$ cat src/rtl/button_enable_debouncer_if.sv
// Push-button side of the debouncer: raw button in, press pulse and debounced level out.
// master drives the raw button and observes the outputs; slave is the debouncer itself.
interface button_enable_debouncer_if;
  logic button_i;
  logic enable_o;
  logic button_level_o;

  modport master (
    output button_i,
    input  enable_o,
    input  button_level_o
  );

  modport slave (
    input  button_i,
    output enable_o,
    output button_level_o
  );
endinterface

$ cat src/rtl/button_enable_debouncer.sv
// Synchronizes and debounces a raw push-button into a one-cycle enable pulse per press plus a clean level.
// Latency SYNC_STAGES+STABLE_CYCLES-1 edges; no backpressure. Auto-repeat: BUTTON_ENABLE_DEBOUNCER_AUTOREPEAT_EN.
module button_enable_debouncer #(
  parameter int SYNC_STAGES   = 2,
  parameter int STABLE_CYCLES = 16,
  parameter int REPEAT_CYCLES = 64
) (
  input  logic                        clock_i,
  input  logic                        reset_i,
  button_enable_debouncer_if.slave    btn
);

  localparam int CW = $clog2(STABLE_CYCLES + 1);

  if (SYNC_STAGES < 2)   begin : g_bad_sync   $error("SYNC_STAGES must be >= 2");   end
  if (STABLE_CYCLES < 1) begin : g_bad_stable $error("STABLE_CYCLES must be >= 1"); end
  if (REPEAT_CYCLES < 1) begin : g_bad_repeat $error("REPEAT_CYCLES must be >= 1"); end

  typedef enum logic [1:0] {
    IDLE         = 2'd0,
    PRESS_WAIT   = 2'd1,
    PRESSED      = 2'd2,
    RELEASE_WAIT = 2'd3
  } state_t;

  logic [SYNC_STAGES-1:0] sync_chain_q, sync_chain_d;
  logic                   sync_q;
  state_t                 state_q, state_d;
  logic [CW-1:0]          cnt_q, cnt_d;
  logic [CW-1:0]          cnt_inc;
  logic                   cnt_done;
  logic                   enable_q, enable_d;
  logic                   level_q, level_d;

`ifdef BUTTON_ENABLE_DEBOUNCER_AUTOREPEAT_EN
  localparam int RW = $clog2(REPEAT_CYCLES + 1);
  logic [RW-1:0]          rpt_q, rpt_d;
`endif

  assign sync_chain_d = {sync_chain_q[SYNC_STAGES-2:0], btn.button_i};
  assign sync_q       = sync_chain_q[SYNC_STAGES-1];

  // The WAIT state is entered with cnt=1, so the limit is met one count early.
  assign cnt_done = (cnt_q >= CW'(STABLE_CYCLES - 1));
  assign cnt_inc  = (cnt_q == CW'(STABLE_CYCLES)) ? cnt_q : cnt_q + 1'b1;

  always_comb begin
    state_d  = state_q;
    cnt_d    = cnt_q;
    enable_d = 1'b0;
    level_d  = level_q;
`ifdef BUTTON_ENABLE_DEBOUNCER_AUTOREPEAT_EN
    rpt_d    = rpt_q;
`endif
    case (state_q)
      IDLE: begin
        if (sync_q) begin
          state_d = PRESS_WAIT;
          cnt_d   = CW'(1);
        end
      end
      PRESS_WAIT: begin
        if (!sync_q) begin
          state_d = IDLE;
          cnt_d   = '0;
        end else if (cnt_done) begin
          state_d  = PRESSED;
          cnt_d    = '0;
          level_d  = 1'b1;
          enable_d = 1'b1;
`ifdef BUTTON_ENABLE_DEBOUNCER_AUTOREPEAT_EN
          rpt_d    = '0;
`endif
        end else begin
          cnt_d = cnt_inc;
        end
      end
      PRESSED: begin
        if (!sync_q) begin
          state_d = RELEASE_WAIT;
          cnt_d   = CW'(1);
        end else begin
`ifdef BUTTON_ENABLE_DEBOUNCER_AUTOREPEAT_EN
          if (rpt_q >= RW'(REPEAT_CYCLES - 1)) begin
            enable_d = 1'b1;
            rpt_d    = '0;
          end else begin
            rpt_d = rpt_q + 1'b1;
          end
`endif
        end
      end
      RELEASE_WAIT: begin
        if (sync_q) begin
          state_d = PRESSED;
          cnt_d   = '0;
`ifdef BUTTON_ENABLE_DEBOUNCER_AUTOREPEAT_EN
          rpt_d   = '0;
`endif
        end else if (cnt_done) begin
          state_d = IDLE;
          cnt_d   = '0;
          level_d = 1'b0;
        end else begin
          cnt_d = cnt_inc;
        end
      end
      default: begin
        state_d = IDLE;
        cnt_d   = '0;
        level_d = 1'b0;
      end
    endcase
  end

  always_ff @(posedge clock_i or posedge reset_i) begin
    if (reset_i) begin
      sync_chain_q <= '0;
      state_q      <= IDLE;
      cnt_q        <= '0;
      enable_q     <= 1'b0;
      level_q      <= 1'b0;
`ifdef BUTTON_ENABLE_DEBOUNCER_AUTOREPEAT_EN
      rpt_q        <= '0;
`endif
    end else begin
      sync_chain_q <= sync_chain_d;
      state_q      <= state_d;
      cnt_q        <= cnt_d;
      enable_q     <= enable_d;
      level_q      <= level_d;
`ifdef BUTTON_ENABLE_DEBOUNCER_AUTOREPEAT_EN
      rpt_q        <= rpt_d;
`endif
    end
  end

  assign btn.enable_o       = enable_q;
  assign btn.button_level_o = level_q;

endmodule

$ cat src/flat_wrapper.sv
// flat-port wrapper written by rule: the top's interface ports become plain ports
module button_enable_debouncer_flat 
#(
  parameter int SYNC_STAGES   = 2,
  parameter int STABLE_CYCLES = 16,
  parameter int REPEAT_CYCLES = 64
)
  (clock_i, reset_i, btn_button_i, btn_enable_o, btn_button_level_o);
  button_enable_debouncer_if btn_i ();
  input  logic clock_i;
  input  logic reset_i;
  input wire logic [$bits(btn_i.button_i)-1:0] btn_button_i;
  output wire logic [$bits(btn_i.enable_o)-1:0] btn_enable_o;
  output wire logic [$bits(btn_i.button_level_o)-1:0] btn_button_level_o;
  assign btn_i.button_i = btn_button_i;
  assign btn_enable_o = btn_i.enable_o;
  assign btn_button_level_o = btn_i.button_level_o;
  button_enable_debouncer #(.SYNC_STAGES(SYNC_STAGES), .STABLE_CYCLES(STABLE_CYCLES), .REPEAT_CYCLES(REPEAT_CYCLES)) u_core (.clock_i(clock_i), .reset_i(reset_i), .btn(btn_i));
endmodule
$ cat config.mk
export PLATFORM = sky130hd
export DESIGN_NAME = button_enable_debouncer_flat
export DESIGN_NICKNAME = d
export VERILOG_FILES = /design/src/rtl/button_enable_debouncer_if.sv /design/src/rtl/button_enable_debouncer.sv /design/src/flat_wrapper.sv
export SDC_FILE = /design/constraint.sdc
export NUM_CORES = 1
export LEC_CHECK = 0
export CAP_MARGIN = 25
export CORE_UTILIZATION = 34
export CTS_BUF_LIST = sky130_fd_sc_hd__clkbuf_16
export CTS_CLUSTER_SIZE = 8
export DETAILED_ROUTE_END_ITERATION = 8
export GPL_TIMING_DRIVEN = 0
export PLACE_DENSITY_LB_ADDON = 0.15
export SETUP_SLACK_MARGIN = 0.3
export SLEW_MARGIN = 20
export SYNTH_ARGS = -nofsm -noshare
export SYNTH_HDL_FRONTEND = slang
export SYNTH_SLANG_ARGS = --single-unit
$ cat constraint.sdc
create_clock -name clock_i -period 1.8 [get_ports clock_i]
set_input_delay 0.18 -clock clock_i [delete_from_list [all_inputs] [get_ports clock_i]]
set_output_delay 0.18 -clock clock_i [all_outputs]
set_load 0.03 [all_outputs]
Word level (Yosys, flattened, before mapping)

Index checks and enable logic that the tools add are counted.

Mux-type cells: 22
Order comparisons: 1
$add $sub $neg: 1
Reductions and logical operators: 5
Equality and inequality tests: 12

Operator list:

| operator              | number |
|---|---|
| $mux W5               | 6 |
| $pmux W5 S4           | 1 |
| $mux W2               | 6 |
| $ne A2 B1 Y1 const B  | 4 |
| $pmux W2 S4           | 1 |
| $mux W1               | 7 |
| $add A5 B1 Y5 const B | 1 |
| $eq A5 B5 Y1 const B  | 1 |
| $ge A5 B4 Y1 const B  | 1 |
| $reduce_and A5 Y1     | 1 |
| $eq A2 B2 Y1 const B  | 2 |
| $ne A2 B2 Y1 const B  | 2 |
| $reduce_and A4 Y1     | 1 |
| $ne A3 B1 Y1 const B  | 1 |
| $ne A3 B3 Y1 const B  | 1 |
| $eq A2 B1 Y1 const B  | 1 |
| $logic_not A2 Y1      | 1 |
| $pmux W1 S2           | 1 |
| $reduce_and A2 Y1     | 1 |
| $reduce_bool A2 Y1    | 1 |

Word-level logic and storage cells: 46
Input bits: 3
Register bits after elaboration: 11
Output and inout port bits: 2

Longest topological paths before layout

Gate-level depths: netlist of the first run.

Depth in word-level cells: 5
Gate-level depth with buffers: 6

Least setup slack after synthesis of the first run

OpenSTA, ideal clock, no wires.

Kind: reg-to-reg
Start point: reg u_core.cnt_q[0]
End point: reg u_core.cnt_q[2]
Clock period less this slack: 1.766 ns
Library setup time: 0.081 ns
Required time: 1.719 ns
Slack: 0.034 ns
Data arrival time: 1.685 ns
Stages on the path, launching flop included: 7
Path buffers: 0
Cell sequence: dfrtp_1 > ha_1 > and3_1 > ha_1 > nor2_1 > or4b_4 > o211ai_2

Word-level cells in the longest chain between the ends: 5
Elaborated cells on any way between the ends: 8
Those cells by class: add/sub: 1; order compare: 1; eq/ne: 1; mux: 5

Ends and longest elaborated chain:

| item                                          | line                                                          | text |
|---|---|---|
| start: declaration                            | button_enable_debouncer.sv:29                                 | `logic [CW-1:0] cnt_q, cnt_d;` |
| start signal: assignment                      | button_enable_debouncer.sv:129                                | `cnt_q <= cnt_d;` |
| $add A5 B1 Y5 or $eq A5 B5 Y1 (tied branches) | button_enable_debouncer.sv:45                                 | `assign cnt_inc = (cnt_q == CW'(STABLE_CYCLES)) ? cnt_q : cnt_q + 1'b1;` |
| $mux W5                                       | button_enable_debouncer.sv:45                                 |  |
| $mux W5 *                                     | button_enable_debouncer.sv:66, button_enable_debouncer.sv:100 |  |
| $mux W5, on equally long branches             | button_enable_debouncer.sv:94, button_enable_debouncer.sv:63  |  |
| $pmux W5 S4 *                                 | button_enable_debouncer.sv:55                                 | `case (state_q)` |

Every way passes the cells marked *; elsewhere a longest branch is shown, timed or not.
A chain may end at the register's enable or synchronous reset.

Final worst setup path of the first run

Ends and elaborated chain as after synthesis.

==> impl_metrics.tcl, run 1 <==
set metrics [dict create \
    synthMuxAreaShare 0.0202 \
    layout_worst_path_cycle_share 0.924 \
    synthTopCellsByArea "dfrtp_1 49%, ha_1 6.7%, nand3_1 4.5%" \
    clock-sinks 11 \
    fin_ws_ns 0.138 \
    drtIter0Drc 3 \
    synth_area_um2 558 \
    crit_buf_inv 0 \
    start_util 0.366 \
    ys_seq_area_frac 0.493 \
    yosys.area_share.simple 0.177 \
    setup_viol 0 \
    yosysTopAreaCell "dfrtp_1" \
    finalCriticalPeriod_ns 1.66 \
    max_freq_ghz 0.602 \
    powerDensity_nw_per_um2 882 \
    leakage_nw 0.368 \
    placementRows 14 \
    grt_start_max_net_pins 12 \
    finalSetupTns_ns 0 \
    hold_viol 0 \
    syn_nets 59 \
    yosysTopAreaCellShare 0.493 \
    multi_input_area_um2 327 \
    drc 0 \
    synth_top_family_by_area "simple AND/OR/NAND/NOR gates" \
    yosysUniqueCellTypes 22 \
    drt_pass1_iterations 3 \
    place_ws_ns 0.0942 \
    ant_nets 0 \
    synthAdderAreaFrac 0.0673 \
    worstSetupPathType "register to register" \
    synth_seq_cells 11 \
    grt_usage 0.147 \
    cts_buffers 3 \
    drv_cap 0 \
    slowest_stage "or4b_4" \
    clock_skew_ns 0.00230 \
    rr_worst_depth 6 \
    clkLatencyLatePin_ns 0.24 \
    fp.dieW_um 42.5 \
    htreeDepth 1 \
    via_per_inst 5.21 \
    rsz0062_at_grt "yes" \
    clkTransAtPathRegs_ns 0.04 \
    max_slew_margin 0.672 \
    power_w 0.000739 \
    synth_compound_area_frac 0.126 \
    required_ns 1.96 \
    final_nets 76 \
    portBuffers 4 \
    wire_per_inst_um 13.5 \
    grt_pass1_wl_mm 1.86 \
    critPathTopFamily "simple AND/OR/NAND/NOR gates" \
    n_antenna_cell 0 \
    worstPathArrival_ns 1.82 \
    synth_cells 53 \
    routed_wl_mm 1.15 \
    syn_avg_cell_area_um2 10.5 \
    worst_slew_pin_slew_ns 0.490 \
    hpwlAfterDp_um 714 \
    grt_overflow 0 \
    hp-class "input pin to async pin" \
    die_y_um 42.5 \
    worstPathCellList "ha_2 > and3_4 > ha_4 > nor2_4 > or4b_4 > o211ai_2" \
    endpoint_kind "register" \
    grt_pass1_vias 400 \
    die_area_um2 1810 \
    reg2reg_from "u_core.cnt_q[0]" \
    slowest_delay_ns 0.48 \
    io_pins 5 \
    rr_endpoint "u_core.cnt_q[2]" \
    fillers 136 \
    drive_above_1_share 0.377 \
    slew_viol_final 0 \
    antenna_found_initial 0 \
    outcome "finished clean" \
    cts_hold_buffers 0 \
    cts_root_buf "clkbuf_16" \
    cts_buffer_depth 2 \
    core_area_um2 1520 \
    gp_congestion 0.735 \
    regArea_um2 275 \
    syn_to_final_growth_pct 50.2 \
    ff2ff_setup_slack_ns 0.14 \
    startpoint_type "register" \
    cts_tree "done" \
    yosysWarnings 0 \
    num_vias 443 \
    synth_xor_area_frac 0.0628 \
    path_max_fanout 4 \
    ir_worst_vdd_mv 1.03 \
]
## synth_stat cells
library cell  number
a21oi_1            2
and3_1             1
clkbuf_1           1
dfrtp_1           11
ha_1               3
inv_1              6
inv_2              1
mux2_1             1
nand2_1            2
nand3_1            5
nand3b_1           3
nand4_1            1
nor2_1             2
nor4bb_1           1
o211ai_2           1
o21ai_0            2
o21ai_1            1
o31ai_1            2
o32ai_1            2
or4b_4             1
xnor2_1            2
xor2_1             2
## report_power, final
part	switching, W	internal [W]	leakage [nW]
logic	0.0000368	0.0000389	0.189
registers	0.00000892	0.000258	0.138
clock network	0.000103	0.000293	0.0409
total	0.000149	0.000590	0.368
## metal layers
layer | track usage | share of wire | vias up
met2 | 0.209 | 0.49 | 12
met3 | 0.0819 | 0.042 | 2
met5 | 0 | 0 | -
met4 | 0.0750 | 0.014 | 0
met1 | 0.177 | 0.46 | 209
li1 | - | - | 220
## area by class of cell
cell class,instances,area share
tap,16,0.0239
clock buffer,3,0.0896
inverter,7,0.0343
multi-input combinational,34,0.390
clock inverter,1,0.00597
timing repair buffer,12,0.124
buffer,1,0.00448
sequential,11,0.328
## per-stage QoR
step / cells / util / hold WS (ns) / area [µm²]
4_1_cts: 82 / 0.512 / 0.246 / 781
5_1_grt: 85 / 0.550 / 0.281 / 838
6_report: 85 / 0.550 / 0.228 / 838
2_1_floorplan: 53 / - / 0.0324 / 586
3_5_place_dp: 73 / 0.424 / 0.340 / 646
3_3_place_gp: 73 / 0.424 / 0.332 / 646
## cells by family after synthesis
family | after synthesis
compound gates | 10
xor+xnor | 4
fa+ha+maj | 3
buf+inv | 8
flops | 11
mux | 1
simple gates | 16
## layout by cell type (no fill, tap or decap), types with 3 or more instances in the layout
cell type,n
buf_4,7
clkdlybuf4s50_1,4
nand3b_1,3
nand3_1,4
inv_1,5
clkbuf_16,3
dfrtp_1,11
## how the worst max path moves through the flow
stage / slack [ns] / start / end / cells after the start
after floorplan: 0.17 / u_core.cnt_q[1] / u_core.cnt_q[2] / 6
after global placement: 0.06 / u_core.cnt_q[1] / u_core.cnt_q[3] / 6
after detailed placement: 0.09 / u_core.cnt_q[1] / u_core.cnt_q[2] / 6
after CTS: 0.17 / u_core.cnt_q[0] / u_core.cnt_q[2] / 6
after global routing: 0.09 / u_core.cnt_q[0] / u_core.cnt_q[2] / 6
final: 0.14 / u_core.cnt_q[0] / u_core.cnt_q[2] / 6
## sequential cells by signal, summed over array words and instances (netlist names), named ones only
signal,flops
u_core.state_q,1
u_core.sync_chain_q,2
u_core.cnt_q,5
u_core.btn.enable_o,1
u_core.btn.button_level_o,1
## timing repair
action | CTS | global route
endpoints found under the hold margin | 0 | 0
buffers inserted | 5 | 3
endpoints found under the setup margin | 6 | 7
gates resized for setup | 3 | 8
pin swaps | 3 | 2
(Power assumes the default switching activity.)
==> inputs of run 2 (changes only) <==
Settings changed: CTS_CLUSTER_DIAMETER from default to 60.
==> results of run 2 <==
Final layout, timing and power as in run 1 (identical DEF).
